--- config.mk ---
export PLATFORM = sky130hd
export DESIGN_NAME = ib_ram_lut_loader
export DESIGN_NICKNAME = d
export VERILOG_FILES = /design/src/rtl/ib_ram_lut_loader_pkg.sv /design/src/rtl/ib_ram_lut_loader.sv
export SDC_FILE = /design/constraint.sdc
export NUM_CORES = 1
export LEC_CHECK = 0
export CAP_MARGIN = 20
export CORE_UTILIZATION = 58
export CTS_CLUSTER_DIAMETER = 100
export DETAILED_ROUTE_END_ITERATION = 6
export DONT_BUFFER_PORTS = 1
export PLACE_DENSITY_LB_ADDON = 0.1
export RECOVER_POWER = 50
export SLEW_MARGIN = 20
export SYNTH_ARGS = -nofsm -noshare
export SYNTH_HDL_FRONTEND = slang
export SYNTH_SLANG_ARGS = --single-unit
--- constraint.sdc ---
create_clock -name write_clk -period 2.1 [get_ports write_clk]
set_input_delay 0.42 -clock write_clk [delete_from_list [all_inputs] [get_ports write_clk]]
set_output_delay 0.42 -clock write_clk [all_outputs]
set_load 0.01 [all_outputs]
--- src/rtl/ib_ram_lut_loader_pkg.sv ---
// Shared definitions for the IB-RAM LUT write loader and the read-side RAM wrapper:
// page geometry helpers, the loader FSM states and the bank-slice placement.
package ib_ram_lut_loader_pkg;

    typedef enum logic [1:0] {
        IDLE = 2'd0,
        LOAD = 2'd1,
        DONE = 2'd2
    } ld_state_e;

    // Pages per frame; the remaining address MSB selects the frame.
    function automatic int unsigned page_num(input int unsigned entry_addr);
        return 32'd1 << (entry_addr - 32'd1);
    endfunction

    function automatic int unsigned page_addr_w(input int unsigned entry_addr,
                                                input int unsigned frame_num);
        return entry_addr - $clog2(frame_num);
    endfunction

    // Bank 0 occupies the most significant slice of a page word.
    function automatic int unsigned bank_lsb(input int unsigned bank,
                                             input int unsigned port_size,
                                             input int unsigned bank_num);
        return port_size * (bank_num - 32'd1 - bank);
    endfunction

endpackage

--- src/rtl/ib_ram_lut_loader.sv ---
// Packs streamed LUT half-words into page words and drives the IB-RAM write port,
// one frame per start pulse, with abort and done signalling.
module ib_ram_lut_loader
    import ib_ram_lut_loader_pkg::*;
#(
    parameter int unsigned QUAN_SIZE       = 3,
    parameter int unsigned ENTRY_ADDR      = 4,
    parameter int unsigned MULTI_FRAME_NUM = 2,
    parameter int unsigned BANK_NUM        = 2,
    parameter int unsigned LUT_PORT_SIZE   = 2
) (
    input  logic                              write_clk,
    input  logic                              rst,
    input  logic                              start,
    input  logic                              load_frame,
    input  logic                              abort,
    input  logic [LUT_PORT_SIZE-1:0]          lut_in,
    input  logic                              lut_in_valid,
    output logic                              lut_in_ready,
    output logic [ENTRY_ADDR-1:0]             page_addr_ram,
    output logic [LUT_PORT_SIZE*BANK_NUM-1:0] ram_write_data,
    output logic                              ib_ram_we,
    output logic                              busy,
    output logic                              done
);

    localparam int unsigned PAGE_NUM    = page_num(ENTRY_ADDR);
    localparam int unsigned PAGE_ADDR_W = page_addr_w(ENTRY_ADDR, MULTI_FRAME_NUM);
    localparam int unsigned WORD_W      = LUT_PORT_SIZE * BANK_NUM;
    localparam int unsigned BEAT_W      = (BANK_NUM > 1) ? $clog2(BANK_NUM) : 1;
    localparam int unsigned LSB_W       = (WORD_W > 1) ? $clog2(WORD_W) : 1;

    if (MULTI_FRAME_NUM != 2 || QUAN_SIZE < 1) begin : g_param_check
        $error("ib_ram_lut_loader supports exactly two frames and a non-zero QUAN_SIZE");
    end

    ld_state_e               state_q, state_d;
    logic                    frame_q, frame_d;
    logic [PAGE_ADDR_W-1:0]  page_cnt_q, page_cnt_d;
    logic [BEAT_W-1:0]       beat_cnt_q, beat_cnt_d;
    logic [WORD_W-1:0]       pack_q, pack_d;
    logic                    we_q, we_d;
    logic [WORD_W-1:0]       wdata_q, wdata_d;
    logic [ENTRY_ADDR-1:0]   addr_q, addr_d;
    logic                    done_q, done_d;

    logic                    beat_accept;
    logic                    last_beat;
    logic                    last_page;
    logic [LSB_W-1:0]        slice_lsb;

    assign beat_accept = (state_q == LOAD) && lut_in_valid && !abort;
    assign last_beat   = (beat_cnt_q == BEAT_W'(BANK_NUM - 1));
    assign last_page   = (page_cnt_q == PAGE_ADDR_W'(PAGE_NUM - 1));
    assign slice_lsb   = LSB_W'(bank_lsb(32'(beat_cnt_q), LUT_PORT_SIZE, BANK_NUM));

    always_comb begin
        state_d    = state_q;
        frame_d    = frame_q;
        page_cnt_d = page_cnt_q;
        beat_cnt_d = beat_cnt_q;
        pack_d     = pack_q;
        we_d       = 1'b0;
        wdata_d    = wdata_q;
        addr_d     = addr_q;
        done_d     = 1'b0;

        if (beat_accept) begin
            pack_d[slice_lsb +: LUT_PORT_SIZE] = lut_in;
        end

        case (state_q)
            IDLE: begin
                if (start && !abort) begin
                    state_d    = LOAD;
                    frame_d    = load_frame;
                    page_cnt_d = '0;
                    beat_cnt_d = '0;
                end
            end
            LOAD: begin
                if (abort) begin
                    state_d    = IDLE;
                    beat_cnt_d = '0;
                end else if (lut_in_valid) begin
                    if (last_beat) begin
                        we_d       = 1'b1;
                        wdata_d    = pack_d;
                        addr_d     = {frame_q, page_cnt_q};
                        beat_cnt_d = '0;
                        page_cnt_d = page_cnt_q + PAGE_ADDR_W'(1);
                        if (last_page) begin
                            state_d = DONE;
                        end
                    end else begin
                        beat_cnt_d = beat_cnt_q + BEAT_W'(1);
                    end
                end
            end
            DONE: begin
                // First DONE cycle lets the final write retire; done pulses in the second.
                if (abort || done_q) begin
                    state_d = IDLE;
                end else begin
                    done_d = 1'b1;
                end
            end
            default: state_d = IDLE;
        endcase
    end

    always_ff @(posedge write_clk or posedge rst) begin
        if (rst) begin
            state_q    <= IDLE;
            frame_q    <= 1'b0;
            page_cnt_q <= '0;
            beat_cnt_q <= '0;
            we_q       <= 1'b0;
            wdata_q    <= '0;
            addr_q     <= '0;
            done_q     <= 1'b0;
        end else begin
            state_q    <= state_d;
            frame_q    <= frame_d;
            page_cnt_q <= page_cnt_d;
            beat_cnt_q <= beat_cnt_d;
            we_q       <= we_d;
            wdata_q    <= wdata_d;
            addr_q     <= addr_d;
            done_q     <= done_d;
        end
    end

    // Every slice is rewritten before each page write, so the pack register needs no reset.
    always_ff @(posedge write_clk) begin
        pack_q <= pack_d;
    end

    assign lut_in_ready   = (state_q == LOAD);
    assign busy           = (state_q == LOAD) || ((state_q == DONE) && !done_q);
    assign done           = done_q;
    assign ib_ram_we      = we_q;
    assign page_addr_ram  = addr_q;
    assign ram_write_data = wdata_q;

endmodule

# Yosys cells after proc, flatten, opt, wreduce, memory -nomap -nowiden
# Cells that the tools add are included.
[word_totals] ff_bits=21 input_bits=8 word_cells=67
[op_classes] add_sub_neg=4 eq_ne=11 n_shift=2 mux=25 n_bitwise=1 reduce_logical=15
[op_table] operator="$mux W2" count=6
[op_table] operator="$mux W3" count=4
[op_table] operator="$mux W1" count=10
[op_table] operator="$reduce_and A5 Y1" count=2
[op_table] operator="$ne A2 B2 Y1 const B" count=4
[op_table] operator="$ne A3 B2 Y1 const B" count=2
[op_table] operator="$pmux W2 S3" count=1
[op_table] operator="$pmux W3 S2" count=1
[op_table] operator="$bwmux W4" count=1
[op_table] operator="$logic_and A1 B1 Y1" count=4
[op_table] operator="$mux W4" count=1
[op_table] operator="$neg A2 Y4" count=1
[op_table] operator="$reduce_and A4 Y1" count=1
[op_table] operator="$shift A2 B4 Y4 const A" count=1
[op_table] operator="$shiftx A2 B4 Y4" count=1
[op_table] operator="$add A3 B1 Y3 const B" count=1
[op_table] operator="$eq A3 B3 Y1 const B" count=1
[op_table] operator="$ne A3 B3 Y1 const B" count=1
[op_table] operator="$reduce_and A3 Y1" count=1
[op_table] operator="$eq A2 B1 Y1 const B" count=1
[op_table] operator="$eq A2 B2 Y1 const B" count=1
[op_table] operator="$logic_not A1 Y1" count=2
[op_table] operator="$logic_not A2 Y1" count=1
[op_table] operator="$logic_or A1 B1 Y1" count=2
[op_table] operator="7 further kinds" count=7

# Longest topological paths before layout
# Gate-level depths: netlist of the first run.
[depth] depth_word=6 ltp_mapped=5

# Least setup slack after synthesis of the first run
# Ideal clock, no wire load.
[synth_timing] path_type="input to register" from="input port abort" to="register pack_q[2]" setup_time_ps=123 t_arrival_ps=1396 required_ps=1977 path_slack_ps=580 path_stages=3 n_path_buf=0 path_cell_list="or3b_1 -> nor3b_4 -> mux2_1"
[synth_via] elab_chain_len=3
[synth_rtl] element="from (decl)" line_no="ib_ram_lut_loader.sv:16" rtl="input logic abort,"
[synth_rtl] element="$logic_not A1 Y1" line_no="ib_ram_lut_loader.sv:52" rtl="assign beat_accept = (state_q == LOAD) && lut_in_valid && !abort;"
[synth_rtl] element="$logic_and A1 B1 Y1" line_no="ib_ram_lut_loader.sv:52"
[synth_rtl] element="$mux W4" line_no="ib_ram_lut_loader.sv:68" rtl="if (beat_accept) begin"
[synth_rtl] element="net pack_d[2]" line_no="ib_ram_lut_loader.sv:41" rtl="logic [WORD_W-1:0] pack_q, pack_d;"
[synth_rtl] element="to (signal assigned)" line_no="ib_ram_lut_loader.sv:136" rtl="pack_q <= pack_d;"
[synth_rtl] element="to (decl)" line_no="ib_ram_lut_loader.sv:41"
# The timed path passes the listed nets, and every way through them passes these cells.
# A chain may end at the register's enable or synchronous reset.

# Final worst setup path of the first run
[layout_timing] from="register state_q[1]" to="register wdata_q[2], in the netlist ram_write_data[2]"
[layout_via] elab_chain_len=4
[layout_rtl] element="from (decl)" line_no="ib_ram_lut_loader.sv:37" rtl="ld_state_e state_q, state_d;"
[layout_rtl] element="from (signal assigned)" line_no="ib_ram_lut_loader.sv:123" rtl="state_q <= state_d;"
[layout_rtl] element="$eq A2 B1 Y1 *"
[layout_rtl] element="net lut_in_ready" line_no="ib_ram_lut_loader.sv:19" rtl="output logic lut_in_ready,"
[layout_rtl] element="$logic_and A1 B1 Y1 (2 in a row)" line_no="ib_ram_lut_loader.sv:52"
[layout_rtl] element="$mux W4" line_no="ib_ram_lut_loader.sv:68"
[layout_rtl] element="to (signal assigned)" line_no="ib_ram_lut_loader.sv:128" rtl="wdata_q <= wdata_d;"
[layout_rtl] element="to (decl)" line_no="ib_ram_lut_loader.sv:43" rtl="logic [WORD_W-1:0] wdata_q, wdata_d;"
# Mark *: on every way through the listed nets, which the timed path passes. The rest lies on a longest branch.

==> results of run 1 <==
logic make-up after synthesis:
| family | after synthesis |
|---|---|
| muxes | 15 |
| and+or+nand+nor | 15 |
| adders and majority gates | 2 |
| DFF | 19 |
| buffers and inverters | 6 |
| AOI/OAI and AO/OA | 3 |
final timing paths:
kind                            depth (start not counted)                            end                   start
worst max-delay path                                    4  ram_write_data[2]$_DFFE_PP0P_  state_q[1]$_DFFE_PP0P_
worst min-delay path                                    1         beat_cnt_q$_DFFE_PP0P_                     rst
worst max register to register                          4  ram_write_data[2]$_DFFE_PP0P_  state_q[1]$_DFFE_PP0P_
worst min register to register                          1              pack_q[2]$_DFF_P_       pack_q[2]$_DFF_P_
max in group asynchronous                               1   page_addr_ram[1]$_DFFE_PP0P_                     rst
min in group write_clk                                  1                 done$_DFF_PP0_                   abort
final cells by class:
| class | instances | area [um2] |
|---|---|---|
| Clock buffer | 4 | 26.3 |
| Fill cell | 98 | 449 |
| Inverter | 4 | 15.0 |
| Multi-Input combinational cell | 35 | 310 |
| Sequential cell | 19 | 465 |
| Tap cell | 15 | 18.8 |
stage by stage:
step | setup slack [ns] | instance area, um2 | hold slack, ns | utilization
final | 0.436 | 836 | 0.0978 | 0.650
after global placement | 0.533 | 810 | 0.397 | 0.630
after CTS | 0.444 | 836 | 0.103 | 0.650
after detailed placement | 0.461 | 810 | 0.421 | 0.630
after global routing | 0.344 | 836 | 0.139 | 0.650
after floorplan | 0.580 | 800 | 0.346 | -
layout by cell type, fill, tap and decap left out:
cell	instances
dfrtp_1	17
mux2_2	8
nand2_1	6
mux2i_1	4
mux2_1	3
inv_1	3
clkbuf_4	3
nor2_1	2
ha_1	2
dfxtp_1	2
or3b_1	1
nor3b_4	1
nand2b_1	1
inv_2	1
nand4b_2	1
or4b_1	1
o2bb2ai_1	1
a21o_1	1
nand3_1	1
o22ai_1	1
nor3_1	1
clkbuf_1	1
power groups by stage:
stage / Combinational, W / Sequential, W / Clock (W)
floorplan: 0.0000612 / 0.000459 / 0
global placement: 0.0000656 / 0.000466 / 0
detailed placement: 0.0000700 / 0.000468 / 0
CTS: 0.0000705 / 0.000461 / 0.000180
global route: 0.0000776 / 0.000469 / 0.000196
finish: 0.0000691 / 0.000461 / 0.000172
state kept, by name (all words and copies together), names as in the netlist, 2 cells and up:
signal / count
page_addr_ram: 4
pack_q: 2
state_q: 2
page_cnt_q: 3
ram_write_data: 4
routing by layer:
metal | up-vias | routed length [um] | global-route usage | part of all wire
li1 | 212 | - | - | -
met4 | 0 | 16 | 0.129 | 0.013
met1 | 227 | 543 | 0.252 | 0.45
met5 | - | 0 | 0 | 0
met2 | 11 | 578 | 0.304 | 0.48
met3 | 2 | 72 | 0.0347 | 0.060
==> metrics.md, run 1 <==
| Metric | Value |
|---|---|
| Initial antenna violation count | 0 |
| Slowest-stage cell, CP | dfrtp_1 |
| Total core area | 1280 um2 |
| Global route overflow | 0 |
| Port-buffer cells | 0 |
| Post-synth EDFFs | 0 |
| Mux contribution to synthesized area | 0.205 |
| Number of global-route vias before repair | 450 |
| Post-Synthesis Cells | 60 |
| First-pass GRT wire length | 1.93 mm |
| Min Tclk post-route | 1.66 ns |
| Nets | 73 |
| Post-CTS sizing | 0 |
| Critical path data required time | 2.27 ns |
| Critical setup path kind | flop to flop |
| Post-CTS setup buffers | 0 |
| Synthesized area per cell | 13.3 um2 |
| Die height | 39.1 um |
| Post-synthesis sequential area ratio | 0.582 |
| Routed Antenna Nets | 0 |
| Skew-Pair Late Insertion Delay | 0.28 ns |
| Fmax achieved | 0.601 GHz |
| Residual DRC count | 0 |
| Switch share | 0.248 |
| Top FF cell, synth | dfrtp_1 |
| Clock power share | 0.245 |
| Num rows | 13 |
| Bufs on Longest Clock Path | 2 |
| Net Sw Power | 0.000174 W |
| Top delay family on crit path | simple AND/OR/NAND/NOR gates |
| Diodes inserted | 0 |
| Hold Buf Count CTS | 0 |
| Tot GR Track Use | 0.198 |
| Post-synth top cells | dfrtp_1 (17), mux2_2 (8), nand2_1 (6), mux2i_1 (4) |
| CTS Buf Count | 3 |
| Simple-gate area share of the yosys netlist | 0.124 |
| Xor/xnor share of the synthesized area | 0 |
| Leakage power | 0.446 nW |
| Setup crit start kind | flop |
| Most common cell in the netlist | dfrtp_1 |
| First-pass DRT Iterations | 2 |
| Die Footprint | 1530 um2 |
| Crit path largest cell delay | 0.42 ns |
| Critical path peak fanout | 12 |
| Post-synth ARST share | 0.895 |
| Initial Util | 0.622 |
| Vias | 452 |
| Tcrit/Tclk final | 0.792 |
| Wire per inst | 15.7 um |
| Status | complete, no violations |
| Sequential power share | 0.657 |
| Combinational Power Share | 0.098 |
| Critical Path AT | 1.84 ns |
| Syn Nets | 70 |
| Placed cells | 73 |
| Max transition margin | 0.576 |
| Root Driver | clkbuf_4 |
| Pins Over Slew Limit | 0 |
| Worst Hold Class | input pin to asynchronous set/reset pin |
| Worst reg2reg setup slack | 0.44 ns |
| Post-DP HPWL | 897 um |
| Worst-margin pin slew | 0.635 ns |
| Warning count from the yosys run | 0 |
| Largest net degree at the start of global routing | 18 |
| VDD IR max | 0.482 mV |
| Num ports | 20 |
| Post-synth top area share | 0.532 |
| CTS tree | done |
| Worst path cell trace | nand2b_1, inv_2, nand4b_2, mux2_2 |
| Compound-Gate Fraction of Synth Area | 0.0282 |
| Cell Pwr Density | 839 nW/um2 |
| Final TNS setup | 0 ns |
| Clk_skew | 0.00149 ns |
| Die width | 39.1 um |
| Largest cells by area after synthesis | dfrtp_1 (53%), mux2_2 (11%), dfxtp_1 (5.0%) |
| Overall power | 0.000702 W |
| Post-Syn Area | 800 um2 |
| Final hold vios | 0 |
| Post-DR vias/cell | 5.87 |
| Largest family of logic cells by synthesized area | multiplexers |
| CP endpoint kind | flop |
| Area Overhead vs Synth | 4.54% |
| Worst Path Buf+Inv | 1 |
| Flop and latch count out of synthesis | 19 |
| # clock sinks | 19 |
| Max-cap violations | 0 |
| H-Tree Depth | 1 |
| Synthesized-area fraction occupied by adder cells | 0.0313 |
| Synth cell types | 22 |
| CTS clk-pin slew, worst paths | 0.10 ns |
| Leading area contributor after synthesis | dfrtp_1 |
| DRT iter0 DRCs | 3 |
| Global placement routability congestion | 0.697 |
| Fin cells | 77 |
| Final Setup Violations | 0 |
| Final WL | 1.21 mm |
| RSZ-0062 raised after global routing | false |
| Power Internal | 0.000527 W |
| Proportion of layout cells with a drive suffix above 1 | 0.226 |
Note: power is estimated with default switching activity, not from simulation.
==> run 2, diff against run 1 <==
==> constraint.sdc (replaced) <==
create_clock -name write_clk -period 1.63 [get_ports write_clk]
set_input_delay 0.326 -clock write_clk [delete_from_list [all_inputs] [get_ports write_clk]]
set_output_delay 0.326 -clock write_clk [all_outputs]
set_load 0.01 [all_outputs]
==> run 2 against run 1 <==
Global-route usage increased by 1.7 points. Cell count grew 5.2%. Die area stayed put. Worst setup slack lost 0.40 ns. Sequential power up 29%. Design area rose by 4.3%. Combinational power up 38%. Routed wire length up 7.8%. Register-to-register slack lost 0.40 ns. Sequential share of layout area decreased by 2.3 points. Count of clock-buffer cells in the layout fell by 1. Maximum frequency is 4.3% higher.
==> metrics.md, run 2 (same netlist as run 1, synthesis figures left out) <==
| Metric | Value |
|---|---|
| Root Driver | clkbuf_4 |
| Fmax achieved | 0.627 GHz |
| Initial antenna violation count | 0 |
| Global placement routability congestion | 0.714 |
| # clock sinks | 19 |
| Worst slack, placed | -0.00779 ns |
| Cell Pwr Density | 1050 nW/um2 |
| Critical Path AT | 1.78 ns |
| Num ports | 20 |
| R2R depth | 3 |
| Final TNS setup | 0 ns |
| Worst hold path depth | 1 |
| Max transition margin | 0.594 |
| Hold EP | done$_DFF_PP0_ |
| Most common cell after layout, fill and taps aside | dfrtp_1 |
| Tcrit/Tclk final | 0.979 |
| Total core area | 1280 um2 |
| Initial Util | 0.622 |
| Reg-to-Reg End | pack_q[2]$_DFF_P_ |
| Max-cap violations | 0 |
| First-pass DRT Iterations | 4 |
| Overall power | 0.000919 W |
| Status | complete, no violations |
| Worst Hold Class | input pin to flop |
| CTS clk-pin slew, worst paths | 0.11 ns |
| CTS Buf Count | 3 |
| Min Tclk post-route | 1.60 ns |
| Crit path from | state_q[1]$_DFFE_PP0P_ |
| CTS tree | done |
| Die Footprint | 1530 um2 |
| Port-buffer cells | 0 |
| Final Worst Setup Slack | 0.0347 ns |
| Critical path data required time | 1.81 ns |
| Area Overhead vs Synth | 9.08% |
| Wire per inst | 16.1 um |
| Hold path start | abort |
| Hold_ws | 0.0928 ns |
| Diodes inserted | 0 |
| Worst reg2reg setup slack | 0.03 ns |
| Nets | 77 |
| Post-DR vias/cell | 5.78 |
| H-Tree Depth | 1 |
| Number of global-route vias before repair | 491 |
| Final WL | 1.30 mm |
| Routed Antenna Nets | 0 |
| Num rows | 13 |
| Die width | 39.1 um |
| Largest net degree at the start of global routing | 18 |
| Most frequent cells in the layout | dfrtp_1 (17), mux2_2 (8), nand2_1 (6) |
| Clk_skew | 0.00808 ns |
| Die height | 39.1 um |
| Bufs on Longest Clock Path | 2 |
| Setup crit start kind | flop |
| Residual DRC count | 0 |
| Post-DP HPWL | 1.01 mm |
| Reg2reg start | state_q[1]$_DFFE_PP0P_ |
| CP endpoint kind | flop |
| Critical path peak fanout | 5 |
| Skew-Pair Late Insertion Delay | 0.29 ns |
| Pins Over Slew Limit | 0 |
| Tot GR Track Use | 0.214 |
| Vias | 468 |
| Leakage power | 0.468 nW |
| Final hold vios | 0 |
| Placed cells | 75 |
| Global route overflow | 0 |
| Critical setup path kind | flop to flop |
| First-pass GRT wire length | 2.10 mm |
| Proportion of layout cells with a drive suffix above 1 | 0.288 |
| VDD IR max | 0.530 mV |
| Fin cells | 81 |
| Worst-margin pin slew | 0.609 ns |
| DRT iter0 DRCs | 7 |
| Filler Cell Count | 101 |
| Final Setup Violations | 0 |
[run 2: cell types whose count changed in the layout (fill, tap and decap cells not counted), sizes merged]
cell	previous run	this run
buf	0	3
dlygate4sd3	0	1
clkinv	0	1
clkbuf	4	3
[run 2: worst max-delay path, cell delays in order, from the launching register on]
cell and delay [ns]:
dfrtp_1 0.44, or3b_4 0.44, nor3b_4 0.24, mux2_1 0.37
[run 2: layout make-up]
cell class | count | area [um2] | area share
repair buffers | 4 | 32.5 | 0.0373
clock buffers | 3 | 22.5 | 0.0258
clock inverters | 1 | 5.00 | 0.00574
flip-flops and latches | 19 | 465 | 0.534
inverters | 4 | 15.0 | 0.0172
well taps | 15 | 18.8 | 0.0215
multi-input cells | 35 | 313 | 0.359
[run 2: how the worst max path moves through the flow]
stage	to	slack, ns	cells past startpoint
2_1_floorplan	pack_q[2]$_DFF_P_	0.12	3
3_3_place_gp	pack_q[2]$_DFF_P_	0.1	3
3_5_place_dp	pack_q[2]$_DFF_P_	-0.008	3
4_1_cts	pack_q[2]$_DFF_P_	0.02	3
5_1_grt	pack_q[2]$_DFF_P_	-0.002	3
6_report	pack_q[2]$_DFF_P_	0.03	3
[run 2: repair_timing]
action | CTS | global route
hold buffers | 1 | 0
hold endpoints to repair | 10 | 0
pin swaps | 0 | 1
setup buffers | 0 | 1
setup endpoints to repair | 1 | 3
resized for setup | 1 | 0
[run 2: layer usage]
layer | wire length (um) | vias to the layer above | track usage
met5 | 0 | - | 0
met4 | 36 | 0 | 0.138
met3 | 76 | 4 | 0.0462
met2 | 696 | 18 | 0.358
met1 | 495 | 230 | 0.243
li1 | - | 216 | -
[run 2: stage by stage]
| stage | utilization | instance area (um2) |
|---|---|---|
| after floorplan | - | 800 |
| after global placement | 0.642 | 825 |
| after detailed placement | 0.642 | 825 |
| after CTS | 0.673 | 865 |
| after global routing | 0.679 | 872 |
| final | 0.679 | 872 |
[run 2: power by group]
part / switching [W] / leakage [nW] / internal (W)
sequential: 0.0000618 / 0.246 / 0.000534
combinational: 0.0000410 / 0.205 / 0.0000546
clock: 0.000137 / 0.0177 / 0.0000911
